$ cat config.mk
export PLATFORM = sky130hd
export DESIGN_NAME = sram_controller
export DESIGN_NICKNAME = d
export VERILOG_FILES = /design/src/rtl/sram_controller.sv
export SDC_FILE = /design/constraint.sdc
export NUM_CORES = 1
export LEC_CHECK = 0
export BUFFER_PORTS_ARGS = -buffer_cell sky130_fd_sc_hd__buf_4
export CAP_MARGIN = 20
export CORE_ASPECT_RATIO = 1.75
export CORE_MARGIN = 3
export CORE_UTILIZATION = 47
export DETAILED_ROUTE_END_ITERATION = 10
export PLACE_DENSITY = 0.85
export SYNTH_ARGS = -nofsm -noshare
export SYNTH_HDL_FRONTEND = slang
export SYNTH_SLANG_ARGS = --single-unit
$ cat constraint.sdc
create_clock -name clk -period 4.5 [get_ports clk]
set_input_delay 0.675 -clock clk [delete_from_list [all_inputs] [get_ports clk]]
set_output_delay 0.675 -clock clk [all_outputs]
set_load 0.02 [all_outputs]
$ cat src/rtl/sram_controller.sv
// Sequences a 32-bit word load/store as two 16-bit asynchronous SRAM accesses.
// ready stays low while an access is pending or in flight; the top level freezes on ~ready.
module sram_controller #(
  parameter int BASE_ADDR   = 1024,
  parameter int WAIT_CYCLES = 5,
  parameter int SRAM_AW     = 18
) (
  input  logic               clk,
  input  logic               rst,
  input  logic               rd_en,
  input  logic               wr_en,
  input  logic [31:0]        address,
  input  logic [31:0]        write_data,
  output logic [31:0]        read_data,
  output logic               ready,
  output logic [SRAM_AW-1:0] sram_addr,
  output logic [15:0]        sram_dq_out,
  input  logic [15:0]        sram_dq_in,
  output logic               sram_dq_oe,
  output logic               sram_we_n
);

  localparam logic [2:0] IDLE  = 3'd0;
  localparam logic [2:0] RD_LO = 3'd1;
  localparam logic [2:0] RD_HI = 3'd2;
  localparam logic [2:0] WR_LO = 3'd3;
  localparam logic [2:0] WR_HI = 3'd4;
  localparam logic [2:0] DONE  = 3'd5;

  localparam logic [3:0] LAST = 4'(WAIT_CYCLES - 1);

  logic [2:0]         state;
  logic [3:0]         cnt;
  logic [15:0]        lo_buf;
  logic [SRAM_AW-2:0] w;
  logic               last;

  // Out-of-range addresses simply wrap into the SRAM word space.
  assign w    = (SRAM_AW-1)'((address - 32'(BASE_ADDR)) >> 2);
  assign last = (cnt == LAST);

  assign ready = (state == IDLE && !rd_en && !wr_en) ||
                 (state == DONE);

  always_ff @(posedge clk or posedge rst) begin
    if (rst) begin
      state     <= IDLE;
      cnt       <= '0;
      lo_buf    <= '0;
      read_data <= '0;
    end else begin
      unique case (state)
        IDLE: begin
          cnt <= '0;
          if (rd_en)      state <= RD_LO;
          else if (wr_en) state <= WR_LO;
        end
        RD_LO: begin
          if (last) begin
            state  <= RD_HI;
            cnt    <= '0;
            lo_buf <= sram_dq_in;
          end else begin
            cnt <= cnt + 4'd1;
          end
        end
        RD_HI: begin
          if (last) begin
            state     <= DONE;
            cnt       <= '0;
            read_data <= {sram_dq_in, lo_buf};
          end else begin
            cnt <= cnt + 4'd1;
          end
        end
        WR_LO: begin
          if (last) begin
            state <= WR_HI;
            cnt   <= '0;
          end else begin
            cnt <= cnt + 4'd1;
          end
        end
        WR_HI: begin
          if (last) begin
            state <= DONE;
            cnt   <= '0;
          end else begin
            cnt <= cnt + 4'd1;
          end
        end
        DONE: begin
          state <= IDLE;
          cnt   <= '0;
        end
        default: begin
          state <= IDLE;
          cnt   <= '0;
        end
      endcase
    end
  end

  // Last cycle of each write phase is a hold cycle with the strobe released.
  always_comb begin
    sram_addr   = '0;
    sram_dq_out = '0;
    sram_dq_oe  = 1'b0;
    sram_we_n   = 1'b1;
    unique case (state)
      RD_LO: sram_addr = {w, 1'b0};
      RD_HI: sram_addr = {w, 1'b1};
      WR_LO: begin
        sram_addr   = {w, 1'b0};
        sram_dq_out = write_data[15:0];
        sram_dq_oe  = 1'b1;
        sram_we_n   = last;
      end
      WR_HI: begin
        sram_addr   = {w, 1'b1};
        sram_dq_out = write_data[31:16];
        sram_dq_oe  = 1'b1;
        sram_we_n   = last;
      end
      default: ;
    endcase
  end

endmodule

==> metrics.md, run 1 <==
| Metric | Value |
|---|---|
| Clk sinks | 55 |
| Area of the core | approximately 0.0054 mm2 |
| Leakage | a little under 2 nW |
| Vias in the first global route | between 2000 and 2500 |
| Hold Vio Cnt, Final | 0 |
| Number of synthesized flops with an enable pin | 0 |
| Cell with the most instances after synthesis | dfrtp_1 |
| Reg2reg end | read_data[17] |
| Ratio of cells with drive above 1 in the final layout | roughly 48% |
| Die Y | 106 um |
| Area of the multi-input gates | 0.00117 mm2 |
| Synth-to-layout area growth | 42.9% |
| Port bufs | 137 |
| Yosys reg bits | 55 |
| N_diodes | 0 |
| Setup TNS Final | 0 ns |
| FILL cells | around 420 |
| Total CTS buffers | 5 |
| CTS tree | done |
| Synth area leaders | dfrtp_1 (52%), mux2_1 (18%), a22o_1 (5.3%), mux2_2 (2.5%), and3_1 (2.1%) |
| Largest area contributor in the netlist | dfrtp_1 |
| Setup CP Type | input pin to output pin |
| Reg-to-Reg Start | cnt[0] |
| Fin. max-slew vios | 0 |
| Seq. cell area | roughly 0.0014 mm2 |
| Crit end category | output pin |
| Pre-antenna DRT Iters | 4 |
| Async set-reset flop share out of synthesis | 100% |
| Ys flop type | dfrtp_1 |
| Worst EP required | approximately 3.8 ns |
| H-tree depth | 2 |
| Drt drc | 0 |
| Total number of vias | between 2000 and 2500 |
| Syn Nets | 295 |
| Synth Area in Compound Gates | around 9% |
| Starting Density | between 40% and 50% |
| Critical path arrival | 2.23 ns |
| Peak supply drop | 0.369 mV |
| Worst setup path start | address[10] |
| Avg WL per Cell | roughly 15 um |
| Post-Synth Simple-Gate Area | 11.7% |
| Clock Skew | ~0.014 ns |
| Count of cell types in the netlist | 38 |
| Die ar. | 0.00664 mm2 |
| RSZ-0062 raised after global routing | false |
| First-pass GRT wire length | 10.1 mm |
| Gpl congestion | about 0.73 |
| Mapped cell area | ~0.0027 mm2 |
| Share of the synthesized area in the top cell type | just over 50% |
| CTS resizes | 0 |
| Period Utilization, post-route | between 60% and 70% |
| Bufs on Longest Clock Path | 2 |
| Actual slew at the worst max-slew pin | 0.733 ns |
| Setup repair bufs after CTS | 0 |
| Synth Instances | between 200 and 250 |
| Max-cap violations | 0 |
| Flop2flop setup slack | approximately 2.4 ns |
| Relative slew slack | 51.0% |
| IO Count | 153 |
| Initial antenna violation count | 0 |
| R2R cell count | 5 |
| Sequential share of the synthesized area | roughly half |
| Worst skew pair latency | between 0.3 and 0.4 ns |
| Hold_buf cts | 0 |
| Post-layout min period | about 2.9 ns |
| NumNets Final | between 400 and 500 |
| Rows | 35 |
| # setup viols final | 0 |
| Proportion of synthesized area in mux cells | 20.7% |
| ANT nets after route | 0 |
| Worst-path clk slew | 0.10 ns |
| DR iter-0 viols | between 90 and 100 |
| CP Max Fanout | 5 |
| All-Layer GR Usage | 19.0% |
| Clk root buf | clkbuf_8 |
| Fin cells | approximately 420 |
| WHS | between 0.3 and 0.4 ns |
| Final wirelength | approximately 6.3 mm |
| Pwr/cell area | between 600 and 700 mW/mm2 |
| Die Wd | roughly 63 um |
| Adder-cell share of the synthesized area | 1.41% |
| Min-Delay Path Class | input pin to async pin |
| Status | finished clean |
| Largest net degree at the start of global routing | 56 |
| DP Cell Count | about 410 |
| DR vias/cell | around 5.2 |
| Yosys warnings | 0 |
| Syn avg cell area | approximately 13 um2 |
| Post-DP HPWL | about 4.8 mm |
| Synth top cells by count | dfrtp_1 (55), mux2_1 (42), a22o_1 (16) |
| XOR/XNOR Fraction of Synth Area | ~1.3% |
| Max Fclk | 0.344 GHz |
| Gr ovfl total | 0 |
| Startpoint class of the critical path | input pin |
| Main combinational cell family by area after synthesis | multiplexers |
[report_power, final]
group	switching, mW	total, mW	internal [mW]
Sequential	0.157	0.890	0.733
Combinational	0.674	1.27	0.597
Clock	0.168	0.281	0.113
[cell type report]
type	instances	share of cell area, %
clock buffers	5	1.81
repair buffers	138	27.6
flip-flops and latches	55	36.2
multi-input cells	133	30.7
well taps	74	2.43
inverters	7	0.691
clock inverters	3	0.592
[state kept, by name, indices dropped and copies added, names as in the netlist]
register / cells
cnt: 4
state: 3
read_data: 32
lo_buf: 16
[per-stage QoR]
| step | cell area (um2) | total power [mW] | worst slack [ns] | utilization [%] |
|---|---|---|---|---|
| final | 3800 | 2.44 | 1.60 | 70.6 |
| after global routing | 3800 | 2.60 | 1.46 | 70.6 |
| after CTS | 3780 | 2.47 | 1.60 | 70.2 |
| after detailed placement | 3690 | 2.19 | 1.60 | 68.5 |
| after global placement | 3690 | 2.14 | 1.61 | 68.5 |
| after floorplan | 2660 | 1.65 | 1.80 | - |
[worst max path at each step]
stage	to	slack [ns]	cells after the start
floorplan	sram_addr[17]	1.80	5
global placement	sram_addr[17]	1.61	7
detailed placement	sram_addr[17]	1.60	7
CTS	sram_addr[17]	1.60	7
global route	sram_addr[15]	1.46	4
finish	sram_addr[17]	1.60	7
[kinds of logic after synthesis]
family	count (synthesis)
fa+ha+maj	3
flops	55
xor+xnor	4
buf+inv	20
simple gates	46
mux	49
compound gates	31
[critical path: stages]
cell     delay (ns)
buf_4          0.12
inv_1          0.05
ha_1           0.17
or3b_4         0.42
or4_4          0.49
a21oi_2        0.14
buf_4          0.16
[per-layer routing]
layer | share of wire [%] | track usage [%] | wire [um]
met3 | 7.6 | 5.33 | 477
met1 | 35 | 19.3 | 2220
met2 | 56 | 36.1 | 3510
met4 | 1.7 | 6.64 | 110
met5 | 0 | 0 | 0
[cells in the final DEF, fill, tap and decap left out]
cell | Yosys | routed
nor2_1 | 9 | 9
clkinv_2 | 0 | 1
nor3b_4 | 1 | 1
a31oi_1 | 1 | 1
nand3b_1 | 1 | 1
or4b_1 | 1 | 1
a22o_1 | 16 | 16
or3b_4 | 1 | 1
mux2i_1 | 1 | 1
nor4_1 | 1 | 1
xor2_1 | 1 | 1
a21oi_2 | 1 | 1
and3b_1 | 2 | 2
dfrtp_1 | 55 | 55
xnor2_1 | 3 | 3
ha_1 | 3 | 3
inv_2 | 0 | 1
nand2_1 | 4 | 4
nor3_1 | 2 | 2
nand3_1 | 3 | 3
and2b_1 | 1 | 1
buf_4 | 1 | 137
inv_1 | 7 | 6
or4_4 | 2 | 2
a32oi_1 | 1 | 1
o21ai_1 | 1 | 1
buf_12 | 0 | 1
mux2_2 | 6 | 6
clkbuf_8 | 0 | 5
a21oi_1 | 5 | 5
o31ai_1 | 3 | 3
or3_1 | 4 | 4
o21ai_0 | 2 | 2
or2_1 | 2 | 2
inv_6 | 0 | 2
nand3_4 | 2 | 2
a31o_2 | 1 | 1
or2_2 | 1 | 1
mux2_1 | 42 | 42
and3_1 | 9 | 9
Power figures use the tool's default switching activity.
==> run 2, diff against run 1 <==
--- a/config.mk
+++ b/config.mk
@@ -9,9 +9,9 @@
 export CAP_MARGIN = 20
 export CORE_ASPECT_RATIO = 1.75
 export CORE_MARGIN = 3
-export CORE_UTILIZATION = 47
+export CORE_UTILIZATION = 40
 export DETAILED_ROUTE_END_ITERATION = 10
-export PLACE_DENSITY = 0.85
+export PLACE_DENSITY = 0.77
 export SYNTH_ARGS = -nofsm -noshare
 export SYNTH_HDL_FRONTEND = slang
 export SYNTH_SLANG_ARGS = --single-unit
==> constraint.sdc (replaced) <==
create_clock -name clk -period 2.4 [get_ports clk]
set_input_delay 0.36 -clock clk [delete_from_list [all_inputs] [get_ports clk]]
set_output_delay 0.36 -clock clk [all_outputs]
set_load 0.02 [all_outputs]
==> metrics.md, run 2 (synthesized netlist as in run 1, its figures left out) <==
| Metric | Value |
|---|---|
| Status | finished clean |
| Final non-filler cell area | roughly 0.0038 mm2 |
| N_diodes | 0 |
| Pwr/cell area | ~1200 mW/mm2 |
| Avg WL per Cell | around 14 um |
| Top Registers | read_data: 32 flops, lo_buf: 16 flops, cnt: 4 flops |
| Vias in the first global route | 2149 |
| RSZ-0062 raised after global routing | false |
| Clk sinks | between 50 and 60 |
| Met3 GRT Util | about 3.3% |
| Pre-antenna DRT Iters | 4 |
| GRT Max-Usage Layer | met2 |
| Hold_buf cts | 0 |
| Setup CP Type | input pin to output pin |
| Post-DP Area | 0.00372 mm2 |
| Max Fclk | ~0.44 GHz |
| ANT nets after route | 0 |
| Most frequent cells in the layout | buf_4 (140), dfrtp_1 (55), mux2_1 (42) |
| Critical-path top delay cell | or4_4 |
| First-pass GRT wire length | 9.40 mm |
| Post-DP HPWL | around 4.7 mm |
| Crit path max-delay family | simple AND/OR/NAND/NOR gates |
| Worst-path clk slew | about 0.090 ns |
| Worst EP required | 2.04 ns |
| Total CTS buffers | 5 |
| Min-Delay Path Class | input pin to async pin |
| IO Count | ~150 |
| Fin. max-slew vios | 0 |
| Area of the core | around 0.0063 mm2 |
| Hold Vio Cnt, Final | 0 |
| Die Wd | around 68 um |
| Die ar. | roughly 0.0077 mm2 |
| Flop2flop setup slack | roughly 0.27 ns |
| Clk root buf | clkbuf_8 |
| Period Utilization, post-route | 93.7% |
| Worst skew pair latency | approximately 0.3 ns |
| Max reg flops | 32 |
| Bufs on Longest Clock Path | 2 |
| R2R cell count | 5 |
| Utilization after layout | between 60 and 70% |
| # setup viols final | 0 |
| Worst path most repeated cell | buf_4 |
| Fin cells | around 420 |
| Startpoint class of the critical path | input pin |
| NumNets Final | 430 |
| Leakage | 1.92 nW |
| Final wirelength | between 6 and 7 mm |
| Post-layout min period | 2.25 ns |
| Reg-to-Reg Start | cnt[0] |
| Synth-to-layout area growth | 43.4% |
| CTS tree | done |
| Relative slew slack | 55.7% |
| Initial antenna violation count | 0 |
| Ratio of cells with drive above 1 in the final layout | 48.0% |
| Max-cap violations | 0 |
| Drt drc | 0 |
| Leading cell type in the layout, fill and taps excluded | buf_4 |
| DR vias/cell | between 5 and 6 |
| Max stage delay on crit path | a little under 0.5 ns |
| Starting Density | between 40% and 50% |
| Rows | 38 |
| Top reg by flops | read_data |
| DR iter-0 viols | approximately 110 |
| Die Y | 114 um |
| Crit end category | output pin |
| Port bufs | about 140 |
| Largest net degree at the start of global routing | 56 |
| Peak supply drop | approximately 0.7 mV |
| FILL cells | between 500 and 600 |
| Met1 usage | 14.4% |
| Reg2reg end | read_data[25] |
| Worst Path Buf+Inv | 3 |
| Actual slew at the worst max-slew pin | between 0.6 and 0.7 ns |
| Setup TNS Final | 0 ns |
| Critical path arrival | ~1.9 ns |
| WHS | ~0.23 ns |
| Total number of vias | about 2100 |
| Gr ovfl total | 0 |
| Gpl congestion | 0.747 |
| All-Layer GR Usage | between 10% and 20% |
| CP Max Fanout | 5 |
| Met2 Use GR | between 30% and 40% |
| DP Cell Count | about 420 |
| Critical-path cell list | buf_4 > inv_1 > ha_1 > or3b_4 > or4_4 > a21oi_2 > buf_4 |
| Clock Skew | 0.00691 ns |
| H-tree depth | 2 |
## run 2: changes by cell type in the layout (fill, tap and decap cells not counted), sizes merged
cell    before  now
clkinv       1    0
clkbuf       5    6
inv          9    7
buf        138  141
## run 2: layout make-up
cell class                      instances  area (um2)  area share [%]
Clock buffer                            6        72.6            1.90
Inverter                                7        26.3           0.688
Multi-Input combinational cell        133        1170            30.7
Sequential cell                        55        1380            36.0
Tap cell                               80         100            2.62
Timing Repair Buffer                  141        1070            28.0
## run 2: worst max path at each step
stage | slack [ns] | cells past startpoint | end | start
2_1_floorplan | 0.33 | 5 | sram_addr[17] | address[10]
3_3_place_gp | 0.15 | 7 | sram_addr[17] | address[10]
3_5_place_dp | 0.14 | 7 | sram_addr[17] | address[10]
4_1_cts | 0.03 | 4 | sram_addr[11] | state[1]
5_1_grt | 0.07 | 4 | sram_addr[16] | state[0]
6_report | 0.15 | 7 | sram_addr[17] | address[10]
## run 2: worst min-delay path, stage by stage
cell	delay [ns]
buf_4	0.11
inv_2	0.03
buf_4	0.52
## run 2: what timing repair did
| action | in CTS | in global routing |
|---|---|---|
| endpoints found under the setup margin | 0 | 11 |
| setup buffers | 0 | 1 |
| resized for setup | 0 | 2 |
## run 2: stage by stage
stage	worst slack (ns)	total power, mW
after floorplan	0.332	3.09
after global placement	0.145	4.02
after detailed placement	0.136	4.10
after CTS	0.0316	4.57
after global routing	0.0712	4.82
final	0.150	4.50
## run 2: metal layers
| metal | vias up | share of wire (%) | routed length, um |
|---|---|---|---|
| met1 | 1029 | 34 | 2090 |
| met3 | 6 | 7.9 | 484 |
| met5 | - | 0 | 0 |
| met2 | 76 | 57 | 3450 |
| met4 | 0 | 1.3 | 79 |
| li1 | 1021 | - | - |
## run 2: power breakdown
group | internal (mW) | switching, mW | leakage (nW) | total [mW]
Clock | 0.195 | 0.262 | 0.0371 | 0.457
Combinational | 1.13 | 1.26 | 1.21 | 2.39
Sequential | 1.37 | 0.282 | 0.675 | 1.66
Total | 2.70 | 1.80 | 1.92 | 4.50
